`src/rtl/pipeline_hazard_ctrl.sv`:
```
// Hazard and sequencing controller for the 5-stage pipeline: load-use/RAW stalls,
// taken-branch flushes, EX operand forward selects and saturating statistics.
module pipeline_hazard_ctrl #(
   parameter int FORWARDING = 1,
   parameter int REG_AW     = 5,
   parameter int CNT_W      = 16
) (
   input  logic              clk,
   input  logic              reset,
   input  logic              id_valid,
   input  logic [REG_AW-1:0] id_rs,
   input  logic [REG_AW-1:0] id_rt,
   input  logic              id_uses_rs,
   input  logic              id_uses_rt,
   input  logic [REG_AW-1:0] ex_rd,
   input  logic              ex_reg_write,
   input  logic              ex_mem_read,
   input  logic              ex_branch,
   input  logic              ex_zero,
   input  logic [REG_AW-1:0] dm_rd,
   input  logic              dm_reg_write,
   output logic              pc_write_en,
   output logic              if_id_write_en,
   output logic              if_id_flush,
   output logic              id_ex_bubble,
   output logic [1:0]        fwd_a,
   output logic [1:0]        fwd_b,
   output logic [CNT_W-1:0]  stall_cycles,
   output logic [CNT_W-1:0]  flush_count,
   output logic [1:0]        state
);

   typedef enum logic [1:0] {RUN = 2'b00, STALL = 2'b01, BR_FLUSH = 2'b10} state_t;

   localparam bit FWD = (FORWARDING != 0);

   state_t     st;
   logic [1:0] stall_left;
   logic       ex_match_rs, ex_match_rt, dm_match_rs, dm_match_rt;
   logic       ex_match, dm_match, taken, hazard;
   logic [1:0] stall_load;

   assign state = st;

   assign ex_match_rs = id_valid & id_uses_rs & ex_reg_write & (ex_rd == id_rs) & (id_rs != '0);
   assign ex_match_rt = id_valid & id_uses_rt & ex_reg_write & (ex_rd == id_rt) & (id_rt != '0);
   assign dm_match_rs = id_valid & id_uses_rs & dm_reg_write & (dm_rd == id_rs) & (id_rs != '0);
   assign dm_match_rt = id_valid & id_uses_rt & dm_reg_write & (dm_rd == id_rt) & (id_rt != '0);
   assign ex_match    = ex_match_rs | ex_match_rt;
   assign dm_match    = dm_match_rs | dm_match_rt;
   assign taken       = ex_branch & ex_zero;
   assign hazard      = FWD ? (ex_mem_read & ex_match) : (ex_match | dm_match);

   // stall_left counts stall cycles still owed after the detecting cycle: a load-use
   // (forwarding) or DM-only RAW is covered by that cycle alone, an unforwarded EX RAW needs one more.
   assign stall_load  = (!FWD && ex_match) ? 2'd1 : 2'd0;

   always_comb begin
      pc_write_en    = 1'b1;
      if_id_write_en = 1'b1;
      if_id_flush    = 1'b0;
      id_ex_bubble   = 1'b0;
      if (reset) begin
         pc_write_en    = 1'b0;
         if_id_write_en = 1'b0;
         if_id_flush    = 1'b1;
         id_ex_bubble   = 1'b1;
      end else if (taken) begin
         if_id_flush  = 1'b1;
         id_ex_bubble = 1'b1;
      end else begin
         case (st)
            RUN: if (hazard) begin
               pc_write_en    = 1'b0;
               if_id_write_en = 1'b0;
               id_ex_bubble   = 1'b1;
            end
            STALL: begin
               pc_write_en    = 1'b0;
               if_id_write_en = 1'b0;
               id_ex_bubble   = 1'b1;
            end
            BR_FLUSH: if_id_flush = 1'b1;
            default: ;
         endcase
      end
   end

   always_ff @(posedge clk or posedge reset) begin
      if (reset) begin
         st           <= RUN;
         stall_left   <= '0;
         fwd_a        <= '0;
         fwd_b        <= '0;
         stall_cycles <= '0;
         flush_count  <= '0;
      end else begin
         if (!pc_write_en && stall_cycles != '1)
            stall_cycles <= stall_cycles + CNT_W'(1);

         if (taken) begin
            st         <= BR_FLUSH;
            stall_left <= '0;
            if (flush_count != '1)
               flush_count <= flush_count + CNT_W'(1);
         end else begin
            case (st)
               RUN: if (hazard) begin
                  stall_left <= stall_load;
                  st         <= (stall_load != '0) ? STALL : RUN;
               end
               STALL: begin
                  stall_left <= stall_left - 2'd1;
                  st         <= (stall_left <= 2'd1) ? RUN : STALL;
               end
               default: st <= RUN;
            endcase
         end

         if (!FWD || id_ex_bubble) begin
            fwd_a <= '0;
            fwd_b <= '0;
         end else if (if_id_write_en) begin
            fwd_a <= ex_match_rs ? 2'b01 : (dm_match_rs ? 2'b10 : 2'b00);
            fwd_b <= ex_match_rt ? 2'b01 : (dm_match_rt ? 2'b10 : 2'b00);
         end
      end
   end

endmodule

```
`config.mk`:
```
export PLATFORM = sky130hd
export DESIGN_NAME = pipeline_hazard_ctrl
export DESIGN_NICKNAME = d
export VERILOG_FILES = /design/src/rtl/pipeline_hazard_ctrl.sv
export SDC_FILE = /design/constraint.sdc
export NUM_CORES = 1
export LEC_CHECK = 0
export CAP_MARGIN = 15
export CORE_ASPECT_RATIO = 1.1
export CORE_MARGIN = 5
export CORE_UTILIZATION = 45
export DETAILED_ROUTE_END_ITERATION = 8
export PLACE_DENSITY_LB_ADDON = 0.25
export SYNTH_ARGS = -nofsm -noshare
export SYNTH_HDL_FRONTEND = slang
export SYNTH_SLANG_ARGS = --single-unit
```
`constraint.sdc`:
```
create_clock -name clk -period 7.2 [get_ports clk]
set_clock_uncertainty 0.1 [all_clocks]
set_input_delay 1.44 -clock clk [delete_from_list [all_inputs] [get_ports clk]]
set_output_delay 1.44 -clock clk [all_outputs]
set_load 0.05 [all_outputs]
```
Word level (Yosys, flattened, before mapping)
Cells that the tools add are included.

Bits in registers: 40. Bits in latches: 0. Memory bits (writable): 0. Memory bits (read-only): 0. Input port bits: 30. Output and inout port bits: 42. Word-level logic and storage cells: 70. Memories kept: 0.

Add/sub/neg operators: 3. Multiply operators: 0. Div/mod/pow operators: 0. Order comparisons: 1. Equality and inequality tests: 9. Shift operators: 0. Mux-type cells: 25. Bitwise logic cells: 17. Reduce and logical (&&, ||, !) cells: 9.

Operators by type and width (count): adder 16 x 1 -> 16 bit, second input constant (2); inequality test 16 bit, second input constant (2); two-way mux 2 bit (11); equality test 5 bit (4); AND 1 bit (16); two-way mux 1 bit (10); nonzero test 5 bit (2); one-hot mux 2 bit (2 select lines) (2); one-hot mux 1 bit (2 select lines) (2); AND reduction 2 bit (2); inequality test 3 bit, second input constant (1); nonzero test 3 bit (1); equality test 2 x 1 -> 1 bit, second input constant (1); equality test 2 bit, second input constant (1); <= comparator 2 x 1 -> 1 bit, second input constant (1); logical NOT 2 bit (1); nonzero test 2 bit (1); subtractor 2 x 1 -> 2 bit, second input constant (1); logical AND 1 bit (1); logical NOT 1 bit (1); OR 1 bit (1).

Depth between registers and ports, before layout
Gate-level depths: netlist of the first run.

Word-level depth: 12. Mapped depth: 9. Gate-level depth less buffers: 8.

Worst setup path after synthesis of the first run
OpenSTA, ideal clock, no wires.

Path kind: input port to output port. From: input id_rs[0]. To: output pc_write_en. Data arrival time: 3.684 ns. Data required time: 5.660 ns. Path slack: 1.976 ns. Cell stages on the path: 8. Path buffers: 1. Cells stage by stage: or3_1 -> o311a_1 -> and4_4 -> o21a_2 -> nor2_1 -> nor3_1 -> nor2_1 -> buf_4.

Cells in the longest elaborated chain, start to end: 9. Elaborated cells on any way between the ends: 10. Classes of those cells: eq/ne: 1; mux: 4; bitwise: 4; reduce/logical: 1.

RTL lines: from (decl) (line 11) `input logic [REG_AW-1:0] id_rs,`; equality test 5 bit (line 45) `assign ex_match_rs = id_valid & id_uses_rs & ex_reg_write & (ex_rd == id_rs) & (id_rs != '0);`; AND 1 bit (line 45); AND 1 bit * (line 45); OR 1 bit * (line 49) `assign ex_match = ex_match_rs | ex_match_rt;`; AND 1 bit * (line 52) `assign hazard = FWD ? (ex_mem_read & ex_match) : (ex_match | dm_match);`; two-way mux 1 bit *; one-hot mux 1 bit (2 select lines) *; two-way mux 1 bit * (2 in series); to (decl) (line 22) `output logic pc_write_en,`.

Mark *: on every way between the ends. The rest lies on a longest branch, timed or not.

Worst setup path after layout of the first run
From: input id_rs[0]. To: output id_ex_bubble.

Cells in the longest elaborated chain, start to end: 9. Elaborated cells on any way between the ends: 10. Classes of those cells: eq/ne: 1; mux: 4; bitwise: 4; reduce/logical: 1.

RTL lines: equality test 5 bit (line 45); AND 1 bit (line 45); AND 1 bit * (line 45); OR 1 bit * (line 49); AND 1 bit * (line 52); two-way mux 1 bit * (line 73) `RUN: if (hazard) begin`; one-hot mux 1 bit (2 select lines) * (line 72) `case (st)`; two-way mux 1 bit * (line 68) `end else if (taken) begin`; two-way mux 1 bit * (line 63) `if (reset) begin`; to (decl) (line 25) `output logic id_ex_bubble,`.

Marks and branches as above.

==> results.ini, run 1 <==
[critical_path]
timing.critical_path.arrival_ns = 4.27
max_stage_delay_ns = 0.72
worstSetupEndpointType = primary output
cp_max_fo = 5
critPathMostFrequentCell = clkdlybuf4s50_1
cp_data_required_time_ns = 5.66
cp_cell_sequence = clkdlybuf4s50_1 -> or3_1 -> o311a_1 -> and4_4 -> o21a_2 -> o21ai_0 -> nand2_1 -> clkdlybuf4s50_1
crit_type = in -> out
critical-path-slowest-cell = clkdlybuf4s50_1
critical_path.startpoint_type = input port
timing.reg2reg.worst_path_depth = 7

[grt]
via_count_of_the_first_global_routing_pass = 1760
total_global_route_track_usage = 0.166
global_route.overflow_total = 0
global_route_wire_length_before_repair_um = 7890
grt_max_degree = 42
grt_antenna_before_repair = 0

[clock_tree]
cts.repair_timing.setup_buffer_count = 0
clkSlewWorstSetupHoldPaths_ns = 0.08
cts_buffers = 5
holdBufCountCts = 0
cts.sink_count = 40
clk_root_buffer_cell = clkbuf_8
post_cts.resized_instances = 0
cts-htree-levels = 2
cts.path.max_buffers = 2
tritoncts = done
worst_skew_pair.late_latency_ns = 0.28

[sta]
slew_at_the_pin_closest_to_its_max_slew_limit_ns = 0.529
hold_viol = 0
setup_violations = 0
rsz_0062_raised_after_global_routing = no
maxSlewViolCount = 0
final.setup.tns_ns = 0
finalCritPeriodShare = 0.806
max_clock_freq_ghz = 0.172
slew-limit-headroom = 0.646
final.min_clock_period_ns = 5.81

[synthesis]
syn_avg_cell_area_um2 = 10.7
synth.cell_area_um2 = 2120
synthesis.yosys.warnings = 0
post_synth_inst_count = 199
ys_dominant_reg_cell = dfrtp_1
synth_cell_types = 33
sequential_to_total_area_share_from_yosys_stat = 0.471
number_of_enable_flip_flop_cells_after_synthesis = 0
synth.ff_latch_count = 40
postSynth.asyncResetShare = 1.00
mappedNetlistNets = 232

[placed_design]
dp.final_hpwl_um = 3690
dpl-instance-area_um2 = 2880
port-buffer-count = 71
place_congestion = 0.802
place_inst = 323

[power_and_ir_drop]
static-leakage-power_nw = 1.25
power.density_nw_per_um2 = 260
peak_supply_drop_mv = 0.212

[cells_and_area]
mostFrequentLayoutCells = clkdlybuf4s50_1, dfrtp_1, xnor2_1
finalNetCount = 307
leading_cell_type_in_the_layout_fill_and_taps_excluded = clkdlybuf4s50_1
finalNonFillerCells = 330
layout.cell_area.non_filler_um2 = 2970
layout-area-overhead-vs-synth_pct = 40.0
diodes_inserted = 0
layout-drive-gt1-share = 0.0876

[floorplan]
start_util = 0.460
die_w_um = 75.5
die_height_um = 82.1
ios = 72
placementRows = 26
die_area_um2 = 6200
placeableCoreArea_um2 = 4620

[route]
drt_pass1_iterations = 4
viasPerCell = 5.08
totalWireLength_um = 4670
initialDrtViolationCount = 54
drt-wirelength-per-cell_um = 14.2
num_vias = 1675
number_of_antenna_violating_nets_in_the_routed_design = 0
remaining_drc_errors = 0

[run_status]
status = complete, no violations

[run]
cap_viol_max_count = 0

[worst_hold_path]
timing.hold.worst_path_depth = 1
hp-class = reg -> reg

## logic make-up after synthesis
family / after synthesis / share of synthesized area
flops: 40 / 0.471
buf+inv: 12 / 0.0306
xor+xnor: 48 / 0.198
fa+ha+maj: 3 / 0.0177
compound gates: 11 / 0.0424
simple gates: 82 / 0.224
mux: 3 / 0.0159
## critical path: cells and delay by family
kind / cells / cell delay, ns
buf+inv: 2 / 1.20
compound gates: 3 / 0.93
simple gates: 3 / 0.69
## layer usage
| layer | track usage | vias to the layer above | part of all wire |
|---|---|---|---|
| li1 | - | 842 | - |
| met1 | 0.188 | 786 | 0.41 |
| met2 | 0.300 | 40 | 0.51 |
| met3 | 0.0416 | 7 | 0.055 |
| met4 | 0.0524 | 0 | 0.015 |
| met5 | 0 | - | 0 |
## flip-flops by register name, indices dropped and copies added, names as in the netlist
register      count
stall_left        2
fwd_b             2
state             2
fwd_a             2
stall_cycles     16
flush_count      16
## final cells by class
class	count	area (µm²)
inverters	8	30.0
fillers	383	1650
flip-flops and latches	40	1000
well taps	56	70.1
multi-input cells	147	1060
repair buffers	72	718
clock buffers	7	96.3
## stage by stage
step,hold slack [ns],worst slack (ns),power (mW),util
after detailed placement,0.385,1.40,0.621,0.623
after floorplan,0.364,1.98,0.506,-
after CTS,0.398,1.40,0.781,0.644
after global routing,0.414,1.24,0.812,0.644
final,0.390,1.39,0.772,0.644
after global placement,0.377,1.47,0.615,0.623
## worst paths after layout
path	from	slack (ns)	end
min	stall_cycles[9]	0.39	stall_cycles[9]
min reg2reg	stall_cycles[9]	0.39	stall_cycles[9]
min in group asynchronous	reset	1.56	stall_cycles[0]
max in group asynchronous	reset	5.09	stall_cycles[8]
max reg2reg	stall_cycles[3]	4.83	stall_cycles[14]
max	id_rs[0]	1.39	id_ex_bubble
## Yosys cell counts, types with 2 or more instances
cell / n / share of area
dfrtp_1: 40 / 0.47
xnor2_1: 33 / 0.14
nand2_1: 16 / 0.028
xor2_1: 15 / 0.062
nand3_1: 12 / 0.028
nor2_1: 11 / 0.019
nand4_1: 10 / 0.029
inv_1: 8 / 0.014
and3_1: 7 / 0.021
nand3_2: 6 / 0.028
nor3_1: 6 / 0.014
nor4_1: 4 / 0.012
ha_1: 3 / 0.018
mux2_2: 3 / 0.016
o21ai_0: 3 / 0.0071
a21oi_1: 2 / 0.0047
and3_2: 2 / 0.0071
and4_1: 2 / 0.0082
clkbuf_1: 2 / 0.0035
## power breakdown
part | total, mW | internal, mW | switching [mW]
clock | 0.158 | 0.0853 | 0.0729
combinational | 0.313 | 0.117 | 0.196
sequential | 0.300 | 0.260 | 0.0405
No activity file was read; power rests on OpenSTA's default activity.
==> inputs of run 2 (changes only) <==
==> constraint.sdc (replaced) <==
create_clock -name clk -period 5.75 [get_ports clk]
set_clock_uncertainty 0.1 [all_clocks]
set_input_delay 1.15 -clock clk [delete_from_list [all_inputs] [get_ports clk]]
set_output_delay 1.15 -clock clk [all_outputs]
set_load 0.05 [all_outputs]
==> results.ini, run 2 (synthesis results as in run 1) <==
[grt]
globalRoute.busiestLayer = met2
grt_antenna_before_repair = 0  ; unchanged
gr-usage-met1 = 0.197  ; +0.00840
grt_max_degree = 42  ; unchanged
total_global_route_track_usage = 0.167  ; +0.000968
global_route_wire_length_before_repair_um = 7990  ; +1.3%
global_route.overflow_total = 0  ; unchanged
global_route.usage.met3 = 0.0428  ; +0.00122
global_route.usage.met2 = 0.293  ; -0.00691
via_count_of_the_first_global_routing_pass = 1773  ; +0.74%

[power_and_ir_drop]
peak_supply_drop_mv = 0.292  ; +38%
totalPowerFinal_mw = 0.941  ; +22%
power.density_nw_per_um2 = 319  ; +23%
power_internal_mw = 0.554  ; +20%
power_frac_comb = 0.418  ; +0.012
clkPwrFrac = 0.183  ; -0.022
static-leakage-power_nw = 1.24  ; -0.74%
switchingPower_mw = 0.387  ; +25%
relative_contribution_of_sequential_cells_to_total_power = 0.399  ; +0.010
netSwitchingFraction = 0.411  ; +0.00970

[clock_tree]
worst_skew_pair.late_latency_ns = 0.29  ; about the same
tritoncts = done
clkSlewWorstSetupHoldPaths_ns = 0.07  ; about the same
cts.path.max_buffers = 2  ; unchanged
holdBufCountCts = 0  ; unchanged
cts-htree-levels = 2  ; unchanged
cts.repair_timing.setup_buffer_count = 0  ; unchanged
cts.sink_count = 40  ; unchanged
post_cts.resized_instances = 0  ; unchanged
cts_buffers = 5  ; unchanged
clk_root_buffer_cell = clkbuf_8

[cells_and_area]
leading_cell_type_in_the_layout_fill_and_taps_excluded = clkdlybuf4s50_1
reg_top3 = flush_count x16, stall_cycles x16
sequential_cell_area_um2 = 1000  ; unchanged
filler_cell_count = 400  ; +4.4%
layout-drive-gt1-share = 0.0839  ; -0.00365
finalNonFillerCells = 330  ; unchanged
layout.cell_area.non_filler_um2 = 2960  ; -0.63%
layout_utilization = 0.640  ; -0.00406
multi_input_area_um2 = 1060  ; unchanged
mostFrequentLayoutCells = clkdlybuf4s50_1, dfrtp_1, xnor2_1
finalNetCount = 307  ; unchanged
layout-area-overhead-vs-synth_pct = 39.1
diodes_inserted = 0  ; unchanged

[sta]
postLayoutSetupSlackWorst_ns = 0.547  ; -0.846 ns
final.min_clock_period_ns = 5.20
setup_violations = 0  ; unchanged
slew_at_the_pin_closest_to_its_max_slew_limit_ns = 0.527  ; -0.00206 ns
finalCritPeriodShare = 0.905
rsz_0062_raised_after_global_routing = no
final.setup.tns_ns = 0  ; unchanged
max_clock_freq_ghz = 0.192
slew-limit-headroom = 0.648  ; +0.00138
maxSlewViolCount = 0  ; unchanged
hold_viol = 0  ; unchanged
whs_ns = 0.391  ; +0.000653 ns

[floorplan]
placeableCoreArea_um2 = 4620  ; unchanged
die_area_um2 = 6200  ; unchanged
start_util = 0.460  ; unchanged
ios = 72  ; unchanged
placementRows = 26  ; unchanged
die_height_um = 82.1  ; unchanged
die_w_um = 75.5  ; unchanged

[route]
num_vias = 1661  ; -0.84%
drt-wirelength-per-cell_um = 14.3  ; +0.73%
drt_pass1_iterations = 4  ; unchanged
number_of_antenna_violating_nets_in_the_routed_design = 0  ; unchanged
initialDrtViolationCount = 64  ; +19%
remaining_drc_errors = 0  ; unchanged
viasPerCell = 5.03  ; -0.84%
totalWireLength_um = 4710  ; +0.73%

[placed_design]
pre_cts_slack_ns = 0.540  ; -0.864 ns
dp.final_hpwl_um = 3720  ; +0.93%
port-buffer-count = 71  ; unchanged
dpl-instance-area_um2 = 2880  ; unchanged
place_congestion = 0.801  ; about the same
place_inst = 323  ; unchanged

[critical_path]
max_stage_delay_ns = 0.72  ; about the same
worstSetupEndpointType = primary output
cp_data_required_time_ns = 4.50  ; -1.16 ns
critPathMostFrequentCell = clkdlybuf4s50_1
cp_max_fo = 5  ; unchanged
timing.critical_path.arrival_ns = 3.95  ; -0.32 ns
critical-path-slowest-cell = clkdlybuf4s50_1
crit_type = in -> out
cp_cell_sequence = clkdlybuf4s50_1 -> or3_1 -> o311a_1 -> and4_4 -> o21a_2 -> o21ai_0 -> nand2_1 -> clkdlybuf4s50_1
critical_path.startpoint_type = input port

[run_status]
status = complete, no violations

[run]
cap_viol_max_count = 0  ; unchanged

[worst_hold_path]
hp-class = reg -> reg

-- run 2: cell type report --
class | instances | area share
Sequential cell | 40 | 0.339
Clock buffer | 6 | 0.0246
Multi-Input combinational cell | 147 | 0.358
Tap cell | 56 | 0.0237
Timing Repair Buffer | 72 | 0.243
Clock inverter | 1 | 0.00169
Inverter | 8 | 0.0102
-- run 2: worst max-delay path: cells and delay by family --
kind	cells	cell delay [ns]
simple gates	3	0.70
compound gates	3	0.90
buf+inv	2	1.20
-- run 2: final timing paths --
path / to / cells past startpoint / start / slack [ns]
min in group asynchronous: stall_left[1] / 3 / reset / 1.26
worst min-delay path: stall_cycles[9] / 1 / stall_cycles[9] / 0.39
max in group asynchronous: flush_count[6] / 3 / reset / 3.94
worst max-delay path: id_ex_bubble / 8 / id_rs[0] / 0.55
worst max register to register: stall_cycles[14] / 7 / stall_cycles[3] / 3.39
worst min register to register: stall_cycles[9] / 1 / stall_cycles[9] / 0.39
-- run 2: power by group through the flow --
stage / Combinational, mW / Clock (mW) / Sequential (mW)
2_1_floorplan: 0.108 / 0 / 0.526
3_3_place_gp: 0.390 / 0 / 0.381
5_1_grt: 0.418 / 0.189 / 0.387
4_1_cts: 0.397 / 0.179 / 0.376
6_report: 0.393 / 0.172 / 0.376
3_5_place_dp: 0.395 / 0 / 0.381
-- run 2: layer usage --
layer	share of wire	routed length, µm
met4	0.018	85
met1	0.42	1960
met3	0.061	287
met2	0.50	2370
met5	0	0
==> inputs of run 3 (changes only) <==
--- a/config.mk
+++ b/config.mk
@@ -7,7 +7,6 @@
 export LEC_CHECK = 0
 export CAP_MARGIN = 15
 export CORE_ASPECT_RATIO = 1.1
-export CORE_MARGIN = 5
 export CORE_UTILIZATION = 45
 export DETAILED_ROUTE_END_ITERATION = 8
 export PLACE_DENSITY_LB_ADDON = 0.25
==> results.ini, run 3 (synthesis results as in run 1) <==
[run_status]
status = complete, no violations

[power_and_ir_drop]
power.density_nw_per_um2 = 338  ; +6.2%
switchingPower_mw = 0.391  ; +1.1%
netSwitchingFraction = 0.385  ; -0.0261
power_internal_mw = 0.625  ; +13%
power_frac_comb = 0.386  ; -0.032
peak_supply_drop_mv = 0.283  ; -3.2%
relative_contribution_of_sequential_cells_to_total_power = 0.369  ; -0.030
clkPwrFrac = 0.245  ; +0.062
static-leakage-power_nw = 1.26  ; +1.9%

[floorplan]
ios = 72  ; unchanged
placementRows = 25  ; -3.8%
placeableCoreArea_um2 = 4410  ; -4.5%
die_w_um = 67.5  ; -11%
die_height_um = 74.1  ; -9.7%
start_util = 0.482  ; +0.0218
die_area_um2 = 5000  ; -19%

[clock_tree]
cts.path.max_buffers = 2  ; unchanged
cts-htree-levels = 2  ; unchanged
cts_buffers = 5  ; unchanged
holdBufCountCts = 0  ; unchanged
cts.repair_timing.setup_buffer_count = 0  ; unchanged
clk_root_buffer_cell = clkbuf_8
post_cts.resized_instances = 0  ; unchanged
worst_skew_pair.late_latency_ns = 0.29  ; about the same
cts.sink_count = 40  ; unchanged
clkSlewWorstSetupHoldPaths_ns = 0.08  ; about the same
tritoncts = done

[route]
viasPerCell = 5.18  ; +2.8%
drt_pass1_iterations = 4  ; unchanged
remaining_drc_errors = 0  ; unchanged
totalWireLength_um = 4740  ; +0.59%
number_of_antenna_violating_nets_in_the_routed_design = 0  ; unchanged
drt-wirelength-per-cell_um = 14.4  ; +0.90%
num_vias = 1703  ; +2.5%
initialDrtViolationCount = 65  ; +1.6%

[placed_design]
port-buffer-count = 71  ; unchanged
dp.final_hpwl_um = 3650  ; -1.9%
place_congestion = 0.863  ; +7.7%

[cells_and_area]
multi_input_area_um2 = 1060  ; unchanged
finalNetCount = 307  ; unchanged
reg_top3 = flush_count x16, stall_cycles x16
sequential_cell_area_um2 = 1000  ; unchanged
mostFrequentLayoutCells = clkdlybuf4s50_1, dfrtp_1, xnor2_1
layout-area-overhead-vs-synth_pct = 41.3
filler_cell_count = 337  ; -16%
leading_cell_type_in_the_layout_fill_and_taps_excluded = clkdlybuf4s50_1
layout-drive-gt1-share = 0.0909  ; +0.00697
diodes_inserted = 0  ; unchanged

[grt]
global_route.overflow_total = 0  ; unchanged
grt_antenna_before_repair = 0  ; unchanged
grt_max_degree = 41  ; -2.4%
total_global_route_track_usage = 0.209  ; +0.0423
global_route_wire_length_before_repair_um = 7790  ; -2.5%
via_count_of_the_first_global_routing_pass = 1696  ; -4.3%

[critical_path]
cp_cell_sequence = clkdlybuf4s50_1 -> or3_1 -> o311a_1 -> and4_4 -> o21a_2 -> o21ai_0 -> nand2_1 -> clkdlybuf4s50_1
critPathMostFrequentCell = clkdlybuf4s50_1
crit-reg2reg-launch = stall_cycles[3]
timing.reg2reg.worst_path_depth = 7  ; unchanged
crit_type = in -> out
critical-path-slowest-cell = clkdlybuf4s50_1
crit_cells = 8  ; unchanged
critical_path.n_buffers_inverters = 2  ; unchanged
cpLargestDelayFamily = buffers and inverters
endpoint = id_ex_bubble
startpoint = id_rs[0]
rrSetupSlack_ns = 3.42  ; +0.03 ns
crit-reg2reg-capture = stall_cycles[14]
max_stage_delay_ns = 0.72  ; about the same
worstSetupEndpointType = primary output
cp_data_required_time_ns = 4.50  ; about the same
timing.critical_path.arrival_ns = 3.95  ; about the same
critical_path.startpoint_type = input port
cp_max_fo = 5  ; unchanged

[sta]
slew-limit-headroom = 0.651  ; +0.00386
final.min_clock_period_ns = 5.20  ; +0.000764 ns
rsz_0062_raised_after_global_routing = no
setup_violations = 0  ; unchanged
final.setup.tns_ns = 0  ; unchanged
finalCritPeriodShare = 0.905  ; about the same
max_clock_freq_ghz = 0.192  ; about the same
maxSlewViolCount = 0  ; unchanged
slew_at_the_pin_closest_to_its_max_slew_limit_ns = 0.521  ; -0.00577 ns
whs_ns = 0.395  ; +0.00370 ns
hold_viol = 0  ; unchanged

[worst_hold_path]
hp-class = reg -> reg
timing.hold.worst_path_depth = 1  ; unchanged

[run]
cap_viol_max_count = 0  ; unchanged

-- run 3: changes by cell type in the layout (fill, tap and decap cells not counted), sizes merged --
| cell | change |
|---|---|
| clkbuf | +1 |
| bufinv | +1 |
| clkinv | -1 |
-- run 3: layout make-up --
class	count	share of cell area
Timing Repair Buffer	72	0.239
Sequential cell	40	0.333
Multi-Input combinational cell	147	0.353
Tap cell	54	0.0225
Inverter	8	0.0100
Clock buffer	7	0.0321
Clock inverter	1	0.0100
-- run 3: how the worst min path moves through the flow --
stage	endpoint	from	slack (ns)
finish	flush_count[6]	flush_count[6]	0.39
global placement	flush_count[6]	flush_count[6]	0.38
detailed placement	flush_count[6]	flush_count[6]	0.39
floorplan	stall_left[0]	stall_left[0]	0.36
global route	flush_count[9]	flush_count[9]	0.42
CTS	flush_count[6]	flush_count[6]	0.40
-- run 3: stage by stage --
step | power, mW | instance area, µm² | worst slack, ns | instances | util
after floorplan | 0.633 | 2120 | 1.11 | 199 | -
after global placement | 0.767 | 2880 | 0.604 | 321 | 0.652
after detailed placement | 0.775 | 2880 | 0.557 | 321 | 0.652
after CTS | 1.03 | 3000 | 0.562 | 329 | 0.681
after global routing | 1.07 | 3000 | 0.417 | 329 | 0.681
final | 1.02 | 3000 | 0.546 | 329 | 0.681
-- run 3: power by group through the flow --
stage               Clock (mW)  Sequential, mW  Combinational [mW]
floorplan                    0           0.526               0.108
global placement             0           0.380               0.388
detailed placement           0           0.382               0.393
CTS                      0.255           0.376               0.396
global route             0.268           0.383               0.415
finish                   0.249           0.375               0.392
-- run 3: worst register-to-register path, stage by stage, from the launching register on --
cell and delay (ns):
dfrtp_1 0.45, and4_1 0.27, and4_1 0.27, nand3_1 0.16
a21boi_0 0.24, a41o_4 0.28, nor4b_1 0.33, xor2_1 0.17
-- run 3: layer usage --
metal  track usage  vias to the layer above  wire (µm)
li1              -                      839          -
met1         0.242                      815       2060
met2         0.364                       39       2430
met3        0.0491                       10        164
met4        0.0898                        0         88
met5             0                        -          0
